## src/rtl/cache_arbiter_pkg.sv

```systemverilog
// Shared LC-3b memory-side types used by the cache/physical-memory arbiter.
package cache_arbiter_pkg;

    typedef logic [15:0]  lc3b_word;
    typedef logic [127:0] lc3b_mem_data;
    typedef lc3b_word     lc3b_pmem_addr;

    typedef enum logic [1:0] {
        IDLE    = 2'd0,
        GRANT_I = 2'd1,
        GRANT_D = 2'd2
    } lc3b_arb_state;

    typedef enum logic {
        SIDE_I = 1'b0,
        SIDE_D = 1'b1
    } lc3b_arb_side;

endpackage

```

## src/rtl/cache_arbiter.sv

```systemverilog
// Arbitrates I-cache and D-cache line transactions onto one physical memory port.
module cache_arbiter
    import cache_arbiter_pkg::*;
#(
    parameter bit RR_ENABLE = 1'b1
) (
    input  logic          clk,
    input  logic          rst,

    input  logic          i_pmem_read,
    input  lc3b_pmem_addr i_pmem_address,
    output lc3b_mem_data  i_pmem_rdata,
    output logic          i_pmem_resp,

    input  logic          d_pmem_read,
    input  logic          d_pmem_write,
    input  lc3b_pmem_addr d_pmem_address,
    input  lc3b_mem_data  d_pmem_wdata,
    output lc3b_mem_data  d_pmem_rdata,
    output logic          d_pmem_resp,

    output logic          pmem_read,
    output logic          pmem_write,
    output lc3b_pmem_addr pmem_address,
    output lc3b_mem_data  pmem_wdata,
    input  lc3b_mem_data  pmem_rdata,
    input  logic          pmem_resp
);

    lc3b_arb_state state;
    lc3b_arb_side  last_grant;
    lc3b_pmem_addr addr_q;
    lc3b_mem_data  wdata_q;
    logic          wr_q;

    logic i_req;
    logic d_req;
    logic pick_d;

    always_comb begin
        i_req  = i_pmem_read;
        d_req  = d_pmem_read | d_pmem_write;
        pick_d = d_req;
        if (i_req && d_req)
            pick_d = RR_ENABLE ? (last_grant == SIDE_I) : 1'b1;
    end

    // pmem_read/pmem_write are flops set on grant and cleared on resp, which
    // matches decoding GRANT_I | (GRANT_D & ~wr_q) from the registered state.
    always_ff @(posedge clk) begin
        if (rst) begin
            state      <= IDLE;
            last_grant <= SIDE_I;
            addr_q     <= '0;
            wdata_q    <= '0;
            wr_q       <= 1'b0;
            pmem_read  <= 1'b0;
            pmem_write <= 1'b0;
        end else begin
            unique case (state)
                IDLE: begin
                    if (i_req || d_req) begin
                        if (pick_d) begin
                            state      <= GRANT_D;
                            last_grant <= SIDE_D;
                            addr_q     <= d_pmem_address;
                            wdata_q    <= d_pmem_wdata;
                            wr_q       <= d_pmem_write;
                            pmem_read  <= ~d_pmem_write;
                            pmem_write <= d_pmem_write;
                        end else begin
                            state      <= GRANT_I;
                            last_grant <= SIDE_I;
                            addr_q     <= i_pmem_address;
                            wr_q       <= 1'b0;
                            pmem_read  <= 1'b1;
                            pmem_write <= 1'b0;
                        end
                    end
                end
                GRANT_I, GRANT_D: begin
                    if (pmem_resp) begin
                        state      <= IDLE;
                        pmem_read  <= 1'b0;
                        pmem_write <= 1'b0;
                    end
                end
                default: begin
                    state      <= IDLE;
                    pmem_read  <= 1'b0;
                    pmem_write <= 1'b0;
                end
            endcase
        end
    end

    assign pmem_address = addr_q;
    assign pmem_wdata   = wdata_q;

    assign i_pmem_resp  = (state == GRANT_I) & pmem_resp;
    assign d_pmem_resp  = (state == GRANT_D) & pmem_resp;

    // Read data is unqualified; caches only consume it alongside their resp.
    assign i_pmem_rdata = pmem_rdata;
    assign d_pmem_rdata = pmem_rdata;

    a_d_rw_exclusive: assert property (@(posedge clk) disable iff (rst)
        !(d_pmem_read && d_pmem_write));

endmodule
```

## config.mk

```make
export PLATFORM = sky130hd
export DESIGN_NAME = cache_arbiter
export DESIGN_NICKNAME = d
export VERILOG_FILES = /design/src/rtl/cache_arbiter_pkg.sv /design/src/rtl/cache_arbiter.sv
export SDC_FILE = /design/constraint.sdc
export NUM_CORES = 1
export LEC_CHECK = 0
export BUFFER_PORTS_ARGS = -buffer_cell sky130_fd_sc_hd__buf_2
export CAP_MARGIN = 5
export CELL_PAD_IN_SITES_DETAIL_PLACEMENT = 1
export CELL_PAD_IN_SITES_GLOBAL_PLACEMENT = 2
export CORE_AREA = 2 2 268 270
export CTS_BUF_LIST = sky130_fd_sc_hd__clkbuf_4 sky130_fd_sc_hd__clkbuf_8
export DETAILED_ROUTE_END_ITERATION = 8
export DIE_AREA = 0 0 270 272
export PLACE_DENSITY_LB_ADDON = 0.1
export SLEW_MARGIN = 40
export SYNTH_ARGS = -nofsm -noshare
export SYNTH_HDL_FRONTEND = slang
export SYNTH_SLANG_ARGS = --single-unit
```

## constraint.sdc

```tcl
create_clock -name clk -period 4.24 [get_ports clk]
set_input_delay 0.212 -clock clk [delete_from_list [all_inputs] [get_ports clk]]
set_output_delay 0.212 -clock clk [all_outputs]
set_load 0.005 [all_outputs]
```

==> reports/summary.txt <==
Share of layout cells above drive strength 1 -> 31.7%
Syn_area_per_cell -> 8.03 µm²
Row count -> 98
Max_cap viols -> 0
Vias in the first global route -> 7957
IO Pins -> 698
Register area share after synthesis -> 38.6%
Critical R2R Capture -> pmem_address[4]
Slew margin rel. -> 56.3%
Worst-path clk slew -> 0.10 ns
CTS Sinks -> 149
Aggregate global-route resource usage -> 9.82%
TritonCTS clock tree -> done
# H-tree levels -> 4
Vias/cell -> 3.44
Gr ovfl total -> 0
Synth warn -> 0
First-pass GRT wire length -> 53500 µm
Netlist cell types -> 25
Starting Density -> 10.9%
Fmax -> 361 MHz
Tmin final -> 2.77 ns
Drt initial violations -> 204
Max VDD drop -> 0.155 mV
Leakage Power -> 4.29 nW
Detail Placement HPWL -> 23900 µm
Synth top area cells -> dfxtp_1 39%, buf_4 25%, a21oi_1 8.6%, o21ai_0 8.5%, nand3_1 8.5%
Layout area overhead -> 33.9%
Hold endpoint -> pmem_wdata[120]
Drt first pass iters -> 6
#FFs+latches synth -> 149
Critical path class -> reg -> reg
Via count -> 7209
PwrDens -> 394 nW/µm²
CORE AREA -> 70800 µm²
Antenna Nets Post-Route -> 0
Root buffer cell -> clkbuf_8
Worst-path maximum fanout -> 30
Nets -> 1427
Hold path depth -> 2
Largest net degree at the start of global routing -> 115
Synth Instances -> 964
Port Buffers -> 313
Dpl cells -> 1901
Final setup fails -> 0
Final Slew Violations -> 0
Synthesized Nets -> 1261
Worst r2r path cells -> 7
Worst slew pin tran -> 0.655 ns
Crit end category -> register
Post-Syn Area -> 7740 µm²
Die Wd -> 270 µm
WL/cell -> 17.5 µm
Outcome -> finished, final reports clean
R2R setup slack -> 1.47 ns
Synth top area share -> 38.6%
WP data arrival -> 3.25 ns
CTS Buf Count -> 17
Clock Latency Late Sink -> 0.54 ns
Hold Crit Start -> rst
DIE HEIGHT -> 272 µm
Die ar. -> 73400 µm²
Tot Pwr -> 4.08 mW
Max clock buf depth -> 2
Worst hold path type -> in -> reg
Critical Path Start Type -> register
Fin area -> 10400 µm²
Initial antenna violation count -> 2
Final wirelength -> 36600 µm
Worst Path Required -> 4.72 ns
DRC viols -> 0
TNS Setup -> 0 ns
Finished Layout Cells -> 2095
Worst flop-to-flop path startpoint -> state[0]
Final core occ -> 14.6%
Hold Fails Final Rpt -> 0
Placed Area -> 8370 µm²
Dominant cell type by area after synthesis -> dfxtp_1
Final GP Congestion -> 0.640
Post-cts gate resize count -> 0
RSZ-0062 raised after global routing -> no
Post-route clock period utilization -> 65.4%
Setup Skew -> 0.0158 ns
[where the power goes]
| part | total [mW] | internal (mW) | switching, mW | leakage, nW |
|---|---|---|---|---|
| Clock | 1.19 | 0.506 | 0.688 | 0.187 |
| Sequential | 1.67 | 1.58 | 0.0864 | 1.23 |
| Combinational | 1.21 | 0.493 | 0.719 | 2.87 |
| Total | 4.08 | 2.58 | 1.49 | 4.29 |
[worst max-delay path by stage]
stage	slack (ns)	startpoint	cells after the start	endpoint
floorplan	2.82	state[0]	8	pmem_wdata[0]
global placement	1.69	state[0]	6	pmem_wdata[95]
detailed placement	1.69	state[0]	6	pmem_wdata[95]
CTS	1.39	state[0]	7	pmem_address[3]
global route	1.21	state[0]	7	pmem_address[2]
finish	1.47	state[0]	7	pmem_address[4]
[through the flow]
step / hold slack, ns / setup slack [ns]
floorplan: 0.360 / 2.82
global placement: 0.424 / 1.69
detailed placement: 0.424 / 1.69
CTS: 0.0468 / 1.39
global route: 0.108 / 1.21
finish: 0.128 / 1.47
[cell usage in the layout, fill, tap and decap left out]
master,Yosys,final
nand2_1,33,33
buf_4,259,6
o31a_1,1,1
or3b_1,1,1
clkinv_4,0,1
o21ai_0,132,132
inv_6,0,2
ha_1,3,2
a21boi_0,1,1
nor2b_1,1,1
dfxtp_1,149,149
inv_1,2,2
o2bb2ai_4,1,1
clkbuf_8,0,20
clkinv_2,0,5
diode_2,0,2
buf_12,0,3
a21oi_1,133,133
ha_4,0,1
a2bb2oi_4,0,1
buf_6,2,3
nor2_1,16,16
bufinv_16,0,1
nor4b_2,0,1
nand2b_1,2,2
and2_1,2,2
nand3_1,131,131
clkinvlp_4,0,4
a311oi_1,15,15
dlygate4sd3_1,0,160
buf_2,26,312
a311oi_2,1,1
[registers in the layout, summed over array words and instances (netlist names)]
| register | cells |
|---|---|
| pmem_read | 1 |
| pmem_address | 16 |
| state | 2 |
| pmem_wdata | 128 |
| pmem_write | 1 |
| last_grant | 1 |
[area by class of cell]
type | count | area (µm²)
fillers | 8468 | 60400
flip-flops and latches | 149 | 2980
clock buffers | 20 | 275
clock inverters | 12 | 103
diodes | 2 | 5.00
repair buffers | 484 | 3300
multi-input cells | 475 | 2490
inverters | 3 | 16.3
well taps | 950 | 1190
[logic make-up after synthesis]
logic type / count (synthesis) / share of synthesized area [%]
AO/OA/AOI/OAI: 285 / 19.8
adder cells (fa/ha/maj): 3 / 0.485
buffers and inverters: 340 / 29.7
flip-flops: 149 / 38.6
AND/OR/NAND/NOR: 187 / 11.5
[worst max-delay path, stage by stage, from the launching register on]
cell	delay, ns
dfxtp_1	0.33
inv_1	0.11
ha_4	0.36
o31a_1	0.55
buf_4	0.43
nor2_1	0.08
a311oi_1	0.26
dlygate4sd3_1	0.58
[synth_stat cells]
| master | n |
|---|---|
| buf_4 | 259 |
| dfxtp_1 | 149 |
| a21oi_1 | 133 |
| o21ai_0 | 132 |
| nand3_1 | 131 |
| clkbuf_1 | 47 |
| nand2_1 | 33 |
| buf_2 | 26 |
| nor2_1 | 16 |
| a311oi_1 | 15 |
| buf_1 | 3 |
| ha_1 | 3 |
| and2_1 | 2 |
| buf_6 | 2 |
| inv_1 | 2 |
| nand2b_1 | 2 |
| a21boi_0 | 1 |
| a2bb2oi_2 | 1 |
| a311oi_2 | 1 |
| inv_2 | 1 |
| nor2b_1 | 1 |
| nor4b_1 | 1 |
| o2bb2ai_4 | 1 |
| o31a_1 | 1 |
| or3b_1 | 1 |
[layer usage]
layer	vias up	share of wire (%)	wire length, µm	track usage [%]
met5	-	0.036	13	0.321
met4	2	4.0	1480	5.32
met3	117	6.3	2320	3.45
met2	277	48	17700	16.3
met1	3444	41	15100	11.0
li1	3369	-	-	-
[repair_timing]
item	CTS	global route
endpoints found under the hold margin	144	0
buffers inserted	0	0
hold buffers	160	0
No activity file was read; power rests on OpenSTA's default activity.
